## src/rtl/vga_pkg.sv

```systemverilog
// vga_pkg
// Shared definitions for the VGA raster generator: coordinate widths, the
// default 800x600@60 timing constants, and the bundle type that groups the
// display-enable and sync signals so they can be delayed together.
package vga_pkg;

  localparam int unsigned H_COORD_W = 11;
  localparam int unsigned V_COORD_W = 10;

  // 800x600@60 (40 MHz pixel clock) timing.
  localparam int unsigned DEF_H_VISIBLE = 800;
  localparam int unsigned DEF_H_FP      = 40;
  localparam int unsigned DEF_H_SYNC    = 128;
  localparam int unsigned DEF_H_BP      = 88;
  localparam int unsigned DEF_V_VISIBLE = 600;
  localparam int unsigned DEF_V_FP      = 1;
  localparam int unsigned DEF_V_SYNC    = 4;
  localparam int unsigned DEF_V_BP      = 23;

  typedef struct packed {
    logic disp_enbl;
    logic hsync;
    logic vsync;
  } vga_sig_t;

  // Bundle value outside the visible area and outside both sync pulses.
  function automatic vga_sig_t sig_idle(input logic pol);
    vga_sig_t s;
    s.disp_enbl = 1'b0;
    s.hsync     = ~pol;
    s.vsync     = ~pol;
    return s;
  endfunction

endpackage

```

## src/rtl/vga_axis_counter.sv

```systemverilog
// vga_axis_counter
// One raster axis: a position counter that wraps at TOTAL-1, plus decode of
// the visible region and the sync window for the position it will hold after
// the current clock edge.
// Ports:
//   clk, rst_n  clock, asynchronous active-low reset
//   advance     step the position by one this cycle
//   count       position after this edge (held value when not advancing)
//   wrap        advancing from TOTAL-1 back to 0 this cycle
//   active      count lies in the visible region
//   sync        SYNC_POL while count is inside the sync window, else inverse
module vga_axis_counter #(
  parameter int unsigned VISIBLE  = 800,
  parameter int unsigned FP       = 40,
  parameter int unsigned SYNC     = 128,
  parameter int unsigned BP       = 88,
  parameter bit          SYNC_POL = 1'b1,
  parameter int unsigned W        = 11
) (
  input  logic         clk,
  input  logic         rst_n,
  input  logic         advance,
  output logic [W-1:0] count,
  output logic         wrap,
  output logic         active,
  output logic         sync
);

  localparam int unsigned TOTAL = VISIBLE + FP + SYNC + BP;

  localparam logic [W-1:0] LAST = W'(TOTAL - 1);
  // Window bounds carry one extra bit so a bound equal to 2**W still fits.
  localparam logic [W:0] VIS_END    = (W+1)'(VISIBLE);
  localparam logic [W:0] SYNC_START = (W+1)'(VISIBLE + FP);
  localparam logic [W:0] SYNC_END   = (W+1)'(VISIBLE + FP + SYNC);

  logic [W-1:0] cnt_q;
  logic [W:0]   count_ext;

  always_comb begin
    wrap  = advance && (cnt_q == LAST);
    count = cnt_q;
    if (advance) begin
      count = wrap ? '0 : cnt_q + 1'b1;
    end
    count_ext = {1'b0, count};
    active    = count_ext < VIS_END;
    sync      = ((count_ext >= SYNC_START) && (count_ext < SYNC_END)) ? SYNC_POL : ~SYNC_POL;
  end

  // Resetting to the last position makes the first advance land on 0.
  always_ff @(posedge clk or negedge rst_n) begin
    if (!rst_n) begin
      cnt_q <= LAST;
    end else begin
      cnt_q <= count;
    end
  end

endmodule

```

## src/rtl/vga_timing_gen.sv

```systemverilog
// vga_timing_gen
// VGA raster timing: pixel/line coordinates, display enable, hsync/vsync,
// a one-clock frame-start pulse and a free-running 8-bit frame counter.
// Everything advances only on cycles where i_pix_ce is high.
// Ports:
//   i_clk, i_rst_n  clock, asynchronous active-low reset
//   i_pix_ce        pixel clock enable, one pixel per asserted cycle
//   o_h_coord       current column
//   o_v_coord       current line
//   o_disp_enbl     coordinate lies in the visible area
//   o_hsync         horizontal sync, SYNC_POL when active
//   o_vsync         vertical sync, SYNC_POL when active
//   o_frame_start   one-clock pulse when the position becomes (0,0)
//   o_frame_cnt     frame index, increments at each frame start
// Build option:
//   VGA_PIPE_DELAY_EN  when defined, enable and syncs lag the coordinates by
//                      PIPE_DELAY pixel ticks to line up with synchronous-ROM
//                      renderers; otherwise PIPE_DELAY has no effect.
module vga_timing_gen
  import vga_pkg::*;
#(
  parameter int unsigned H_VISIBLE  = DEF_H_VISIBLE,
  parameter int unsigned H_FP       = DEF_H_FP,
  parameter int unsigned H_SYNC     = DEF_H_SYNC,
  parameter int unsigned H_BP       = DEF_H_BP,
  parameter int unsigned V_VISIBLE  = DEF_V_VISIBLE,
  parameter int unsigned V_FP       = DEF_V_FP,
  parameter int unsigned V_SYNC     = DEF_V_SYNC,
  parameter int unsigned V_BP       = DEF_V_BP,
  parameter bit          SYNC_POL   = 1'b1,
  parameter int unsigned PIPE_DELAY = 1
) (
  input  logic                 i_clk,
  input  logic                 i_rst_n,
  input  logic                 i_pix_ce,
  output logic [H_COORD_W-1:0] o_h_coord,
  output logic [V_COORD_W-1:0] o_v_coord,
  output logic                 o_disp_enbl,
  output logic                 o_hsync,
  output logic                 o_vsync,
  output logic                 o_frame_start,
  output logic [7:0]           o_frame_cnt
);

  localparam int unsigned H_TOTAL = H_VISIBLE + H_FP + H_SYNC + H_BP;
  localparam int unsigned V_TOTAL = V_VISIBLE + V_FP + V_SYNC + V_BP;

`ifdef VGA_PIPE_DELAY_EN
  localparam int unsigned DEPTH = PIPE_DELAY;
`else
  localparam int unsigned DEPTH = 0;
`endif

  if (H_TOTAL > 2**H_COORD_W) begin : g_chk_h_total
    $error("H_TOTAL does not fit the horizontal coordinate width");
  end
  if (V_TOTAL > 2**V_COORD_W) begin : g_chk_v_total
    $error("V_TOTAL does not fit the vertical coordinate width");
  end
  if ((H_SYNC == 0) || (H_VISIBLE + H_FP + H_SYNC > H_TOTAL)) begin : g_chk_h_sync
    $error("hsync window must lie inside H_TOTAL");
  end
  if ((V_SYNC == 0) || (V_VISIBLE + V_FP + V_SYNC > V_TOTAL)) begin : g_chk_v_sync
    $error("vsync window must lie inside V_TOTAL");
  end
  if (PIPE_DELAY < 1) begin : g_chk_pipe
    $error("PIPE_DELAY must be at least 1");
  end

  logic [H_COORD_W-1:0] h_next;
  logic [V_COORD_W-1:0] v_next;
  logic                 h_wrap, h_active, h_sync;
  logic                 v_wrap, v_active, v_sync;
  logic                 v_adv;
  logic [7:0]           frame_q;
  vga_sig_t             sig_cur;
  vga_sig_t             sig_pipe [0:DEPTH];

  assign v_adv = i_pix_ce && h_wrap;

  vga_axis_counter #(
    .VISIBLE (H_VISIBLE),
    .FP      (H_FP),
    .SYNC    (H_SYNC),
    .BP      (H_BP),
    .SYNC_POL(SYNC_POL),
    .W       (H_COORD_W)
  ) u_h_axis (
    .clk    (i_clk),
    .rst_n  (i_rst_n),
    .advance(i_pix_ce),
    .count  (h_next),
    .wrap   (h_wrap),
    .active (h_active),
    .sync   (h_sync)
  );

  vga_axis_counter #(
    .VISIBLE (V_VISIBLE),
    .FP      (V_FP),
    .SYNC    (V_SYNC),
    .BP      (V_BP),
    .SYNC_POL(SYNC_POL),
    .W       (V_COORD_W)
  ) u_v_axis (
    .clk    (i_clk),
    .rst_n  (i_rst_n),
    .advance(v_adv),
    .count  (v_next),
    .wrap   (v_wrap),
    .active (v_active),
    .sync   (v_sync)
  );

  always_comb begin
    sig_cur.disp_enbl = h_active && v_active;
    sig_cur.hsync     = h_sync;
    sig_cur.vsync     = v_sync;
  end

  // v only wraps while h wraps, so v_wrap marks the step onto (0,0).
  always_ff @(posedge i_clk or negedge i_rst_n) begin
    if (!i_rst_n) begin
      o_h_coord     <= '0;
      o_v_coord     <= '0;
      o_frame_start <= 1'b0;
      o_frame_cnt   <= '0;
      frame_q       <= '1;
    end else begin
      o_frame_start <= 1'b0;
      if (i_pix_ce) begin
        o_h_coord     <= h_next;
        o_v_coord     <= v_next;
        o_frame_start <= v_wrap;
        if (v_wrap) begin
          frame_q     <= frame_q + 8'd1;
          o_frame_cnt <= frame_q + 8'd1;
        end
      end
    end
  end

  // Stage 0 is the zero-latency output register; extra stages, when
  // present, delay enable/syncs by whole pixel ticks.
  always_ff @(posedge i_clk or negedge i_rst_n) begin
    if (!i_rst_n) begin
      for (int unsigned i = 0; i < DEPTH + 1; i++) begin
        sig_pipe[i] <= sig_idle(SYNC_POL);
      end
    end else if (i_pix_ce) begin
      sig_pipe[0] <= sig_cur;
      for (int unsigned i = 1; i < DEPTH + 1; i++) begin
        sig_pipe[i] <= sig_pipe[i-1];
      end
    end
  end

  assign o_disp_enbl = sig_pipe[DEPTH].disp_enbl;
  assign o_hsync     = sig_pipe[DEPTH].hsync;
  assign o_vsync     = sig_pipe[DEPTH].vsync;

endmodule
```

## config.mk

```make
export PLATFORM = sky130hd
export DESIGN_NAME = vga_timing_gen
export DESIGN_NICKNAME = d
export VERILOG_FILES = /design/src/rtl/vga_pkg.sv /design/src/rtl/vga_axis_counter.sv /design/src/rtl/vga_timing_gen.sv
export SDC_FILE = /design/constraint.sdc
export NUM_CORES = 1
export LEC_CHECK = 0
export ABC_AREA = 1
export CAP_MARGIN = 20
export CORE_MARGIN = 1.5
export CORE_UTILIZATION = 51
export CTS_BUF_LIST = sky130_fd_sc_hd__clkbuf_4 sky130_fd_sc_hd__clkbuf_8 sky130_fd_sc_hd__clkbuf_16
export DETAILED_ROUTE_END_ITERATION = 7
export PLACE_DENSITY_LB_ADDON = 0.12
export SLEW_MARGIN = 40
export SYNTH_ARGS = -nofsm -noshare
export SYNTH_HDL_FRONTEND = slang
export SYNTH_HIERARCHICAL = 1
export SYNTH_SLANG_ARGS = --single-unit
```

## constraint.sdc

```tcl
create_clock -name i_clk -period 2.3 [get_ports i_clk]
set_input_delay 0.23 -clock i_clk [delete_from_list [all_inputs] [get_ports i_clk]]
set_output_delay 0.23 -clock i_clk [all_outputs]
set_load 0.02 [all_outputs]
```

Word-level counts from Yosys, hierarchy flattened
Cells that the tools add are included.
{"block": "totals", "latch_bits": 0, "out_inout_bits": 33, "reg_bits": 62, "ram_bits": 0, "rom_bits": 0, "elab_cells": 35, "n_memories": 0, "in_bits": 3}
{"block": "op_classes", "bitwise_logic": 0, "n_div": 0, "eq_ne": 2, "n_mul": 0, "shift": 0, "addsub": 3, "n_reduce_logical": 7, "mux": 7, "magnitude_cmp": 6}
{"op": "11-bit by 10-bit < comparator with 1-bit output, second input constant", "count": 2}
{"op": "11-bit two-way mux", "count": 2}
{"op": "10-bit < comparator, second input constant", "count": 2}
{"op": "10-bit two-way mux", "count": 2}
{"op": "11-bit by 1-bit adder with 11-bit output, second input constant", "count": 1}
{"op": "11-bit == test, second input constant", "count": 1}
{"op": "11-bit by 10-bit >= comparator with 1-bit output, second input constant", "count": 1}
{"op": "10-bit by 1-bit adder with 10-bit output, second input constant", "count": 1}
{"op": "10-bit == test, second input constant", "count": 1}
{"op": "10-bit >= comparator, second input constant", "count": 1}
{"op": "8-bit by 1-bit adder with 8-bit output, second input constant", "count": 1}
{"op": "1-bit logical AND", "count": 6}
{"op": "1-bit two-way mux", "count": 3}
{"op": "2-bit AND reduction", "count": 1}

Logic depth before layout (Yosys ltp)
{"block": "logic_depth", "word_depth": 9, "depth_mapped": 18, "ltp_nobuf": 17}

Cells and area by module
Netlist, hierarchy kept.
{"module": "vga_timing_gen", "n_inst": 1, "area_per_inst_um2": 1735.4, "seq_area_each_um2": 1036.0, "cells_per_inst": 138}
{"module": "vga_axis_counter (u_h_axis)", "n_inst": 1, "area_per_inst_um2": 807.0, "seq_area_each_um2": 282.8, "cells_per_inst": 117}
{"module": "vga_axis_counter (u_v_axis)", "n_inst": 1, "area_per_inst_um2": 750.7, "seq_area_each_um2": 257.7, "cells_per_inst": 104}

Worst setup path after synthesis
No wires, ideal clock.
{"block": "synth_timing", "kind": "flip-flop to flip-flop", "start": "register u_h_axis.cnt_q[0]", "end": "register sig_pipe (netlist bit o_vsync)", "period_less_slack_ns": 2.396, "t_arrival_ns": 2.271, "stages_incl_launch_ff": 17, "slack_ns": -0.096, "required_time_ns": 2.175, "n_path_buf": 1, "setup_ns": 0.125, "cell_sequence": "dfstp_2 > ha_1 > nand3_4 > inv_1 > nand3_2 > inv_1 > nand2_1 > inv_1 > buf_4 > nand2_2 > nor2_2 > nand3_4 > a21oi_2 > nand3_1 > nand3_1 > nor2_2 > mux2_2"}
{"element": "from (decl)", "line_no": "vga_axis_counter.sv:37", "source": "logic [W-1:0] cnt_q;"}
{"element": "from (signal assigned)", "line_no": "vga_axis_counter.sv:56", "source": "cnt_q <= count;"}
{"element": "to (signal, indexed assignment)", "line_no": "vga_timing_gen.sv:148", "source": "sig_pipe[i] <= sig_idle(SYNC_POL);"}
{"element": "to (signal, indexed assignment)", "line_no": "vga_timing_gen.sv:153", "source": "sig_pipe[i] <= sig_pipe[i-1];"}
{"element": "to (decl)", "line_no": "vga_timing_gen.sv:77", "source": "vga_sig_t sig_pipe [0:DEPTH];"}

==> impl_metrics.toml <==
[yosys]
synth_top_area_share_pct = 31.9
synth_warnings = 6
netlist_instances = 359
async_reset_ff_share_pct = 100
seq_area_frac_synth_pct = 47.9
yosysTopAreaCell = "dfrtp_1"
synth-main-ff-cell = "dfrtp_1"
synth_nets = 365
synth_edf_count = 0
ys_top_cells_by_area = "dfrtp_1 (32%), dfstp_2 (16%), nand2_1 (11%)"
ys_types = 33
synth_area_sq_mm = 0.00329
ys_seq_elements = 62
syn_avg_cell_area_sq_um = 9.17

[worst_setup_path]
cp_max_fo = 7
critPathTopFamily = "simple AND/OR/NAND/NOR gates"
critPathArrivalTime_ns = 2.53
startpoint_type = "flop"
critPathKind = "reg2reg"
end_kind = "flop"
cp_slowest_cell = "dfstp_2"
critical_path_buf_inv_count = 4
cpPeakStageDelay_ns = 0.56
cp.required_ns = 2.58
worstPathCellList = "ha_4 > nand3_4 > inv_4 > nand3_4 > inv_2 > nand2_2 > inv_4 > nand2_4 > nor2_4 > nand3_4 > a21oi_4 > buf_6 > nand2_2 > nand2_2 > nand3_2 > nor2_2 > mux2_4"

[die]
coreArea_sq_mm = 0.00628
dieArea_sq_mm = 0.00695
die_height_um = 83.4
boundaryPins = 36
die_w_um = 83.4
rows = 29
start_util_pct = 52.5

[cells_and_area]
n_antenna_cell = 0
nNetsFinal = 424
layout.cells.most_common_list = "nand2_1 (94), inv_1 (47), dfrtp_1 (42), clkdlybuf4s50_1 (33), nand3_1 (24)"
fin_util_pct = 65.8
fin_area_sq_mm = 0.00413
final_common_cell = "nand2_1"
nFillCells = 549
multi_input_area_sq_mm = 0.00152
syn2layout_area_growth_pct = 25.5
drive_above_1_share_pct = 31.0
regArea_sq_mm = 0.00158

[clocking]
clock_tree.buffer_depth = 2
clock_sinks = 62
htree_levels = 3
worstSkewPairLatency_ns = 0.34
cts_tree = "done"
path_clk_slew_ns = 0.07
cts_root_buffer = "clkbuf_8"
numCtsBuffers = 9

[timing]
setup_ws_ns = 0.0491
finalCriticalPeriod_ns = 2.25
drv_slew = 0
finClkSkew_ns = 0.0138
timing.final.crit_share_pct = 97.9
slew_headroom_pct = 62.0
fmax_mhz = 444
rsz0062_at_grt = "yes"
setup_violations = 0
hold_viol = 0
worstMarginPinSlew_ns = 0.570

[min_path]
hold_class = "in2reg"

[detailed_routing]
drt-total-wl_mm = 6.83
vias = 2534
via_per_inst = 5.07
drc = 0
firstDrtPassIters = 4
drt-initial-drc-count = 124
wl_per_cell_um = 13.7
ant_nets = 0

[global_route]
grt_antenna_before_repair = 0
grt_max_degree = 40
gr-total-overflow = 0
grt_pass1_wl_mm = 11.8
grt_use_total_pct = 21.3
first_global_vias = 2437

[power]
p_total_mw = 3.57
ir_worst_vdd_mv = 0.658
p_leak_nw = 2.06
power_density_mw_per_mm2 = 863

[placed_design]
portBuffers = 35
dp_hpwl_mm = 4.68
place.gp.congestion = 0.859
dpl_cell_area_sq_mm = 0.00380
place_ws_ns = -0.0225

[flow_run]
drv_cap = 0

[status]
outcome = "finished clean"
state kept, by name, summed over array words and instances (netlist names), 8 cells and up:
register,count
u_h_axis/cnt_q,11
o_frame_cnt,8
u_v_axis/cnt_q,10
o_v_coord,10
frame_q,8
o_h_coord,11
through the flow:
stage	TNS (ns)	std cells	hold WS (ns)
2_1_floorplan	0	359	-0.0656
3_3_place_gp	0	479	0.255
3_5_place_dp	-0.0237	479	0.259
4_1_cts	0	496	0.402
5_1_grt	-0.103	500	0.420
6_report	0	500	0.410
cell usage after synthesis, types with 3 or more instances:
master,n
nand2_2,9
ha_1,3
nand3_2,8
inv_1,50
nand3_1,27
mux2_2,6
inv_2,4
o21bai_1,5
dfstp_2,20
o21ai_0,8
nor2_1,23
nor2_2,6
nor2_4,5
mux2_4,17
nand2_1,97
dfrtp_1,42
nand4_1,5
power breakdown:
part	internal, mW	switching [mW]	leakage [nW]
clock network	0.591	0.445	0.105
registers	1.30	0.124	0.690
logic	0.508	0.599	1.27
tightest hold or removal path: stages:
cell     delay [ns]
buf_2          0.11
buf_4          0.21
nand3_1        0.11
nand2_1        0.07
area by class of cell:
type | instances | area share (%)
sequential | 62 | 38.1
multi-input combinational | 236 | 36.8
timing repair buffer | 54 | 12.1
inverter | 55 | 5.24
clock buffer | 12 | 4.00
tap | 77 | 2.33
clock inverter | 4 | 1.30
worst paths after layout:
kind / from / endpoint / slack (ns) / cells after the start
min reg2reg: o_frame_cnt[6] / o_frame_cnt[6] / 0.48 / 2
max reg2reg: u_h_axis/cnt_q[1] / o_vsync / 0.05 / 17
min: i_pix_ce / u_h_axis/cnt_q[1] / 0.41 / 4
max: u_h_axis/cnt_q[1] / o_vsync / 0.05 / 17
max in group asynchronous: i_rst_n / frame_q[7] / 1.22 / 3
min in group asynchronous: i_rst_n / o_h_coord[7] / 0.42 / 2
per-layer routing:
metal,GRT usage [%],vias up,wire length (um)
met5,0,-,0
met4,6.67,0,70
met3,6.16,6,255
met2,33.7,47,3260
met1,28.4,1235,3250
li1,-,1246,-
timing repair:
action,in CTS,in global routing
endpoints found under the hold margin,19,0
setup endpoints to repair,2,3
hold buffers,1,0
resized for setup,1,20
pin swaps,0,10
setup buffers,0,4
cell families after synthesis:
logic type      synth area share [%]
fa+ha+maj                       1.14
compound gates                  3.80
simple gates                    28.0
flops                           47.9
mux                             9.80
buf+inv                         8.55
xor+xnor                       0.798
No activity file was read; power rests on OpenSTA's default activity.
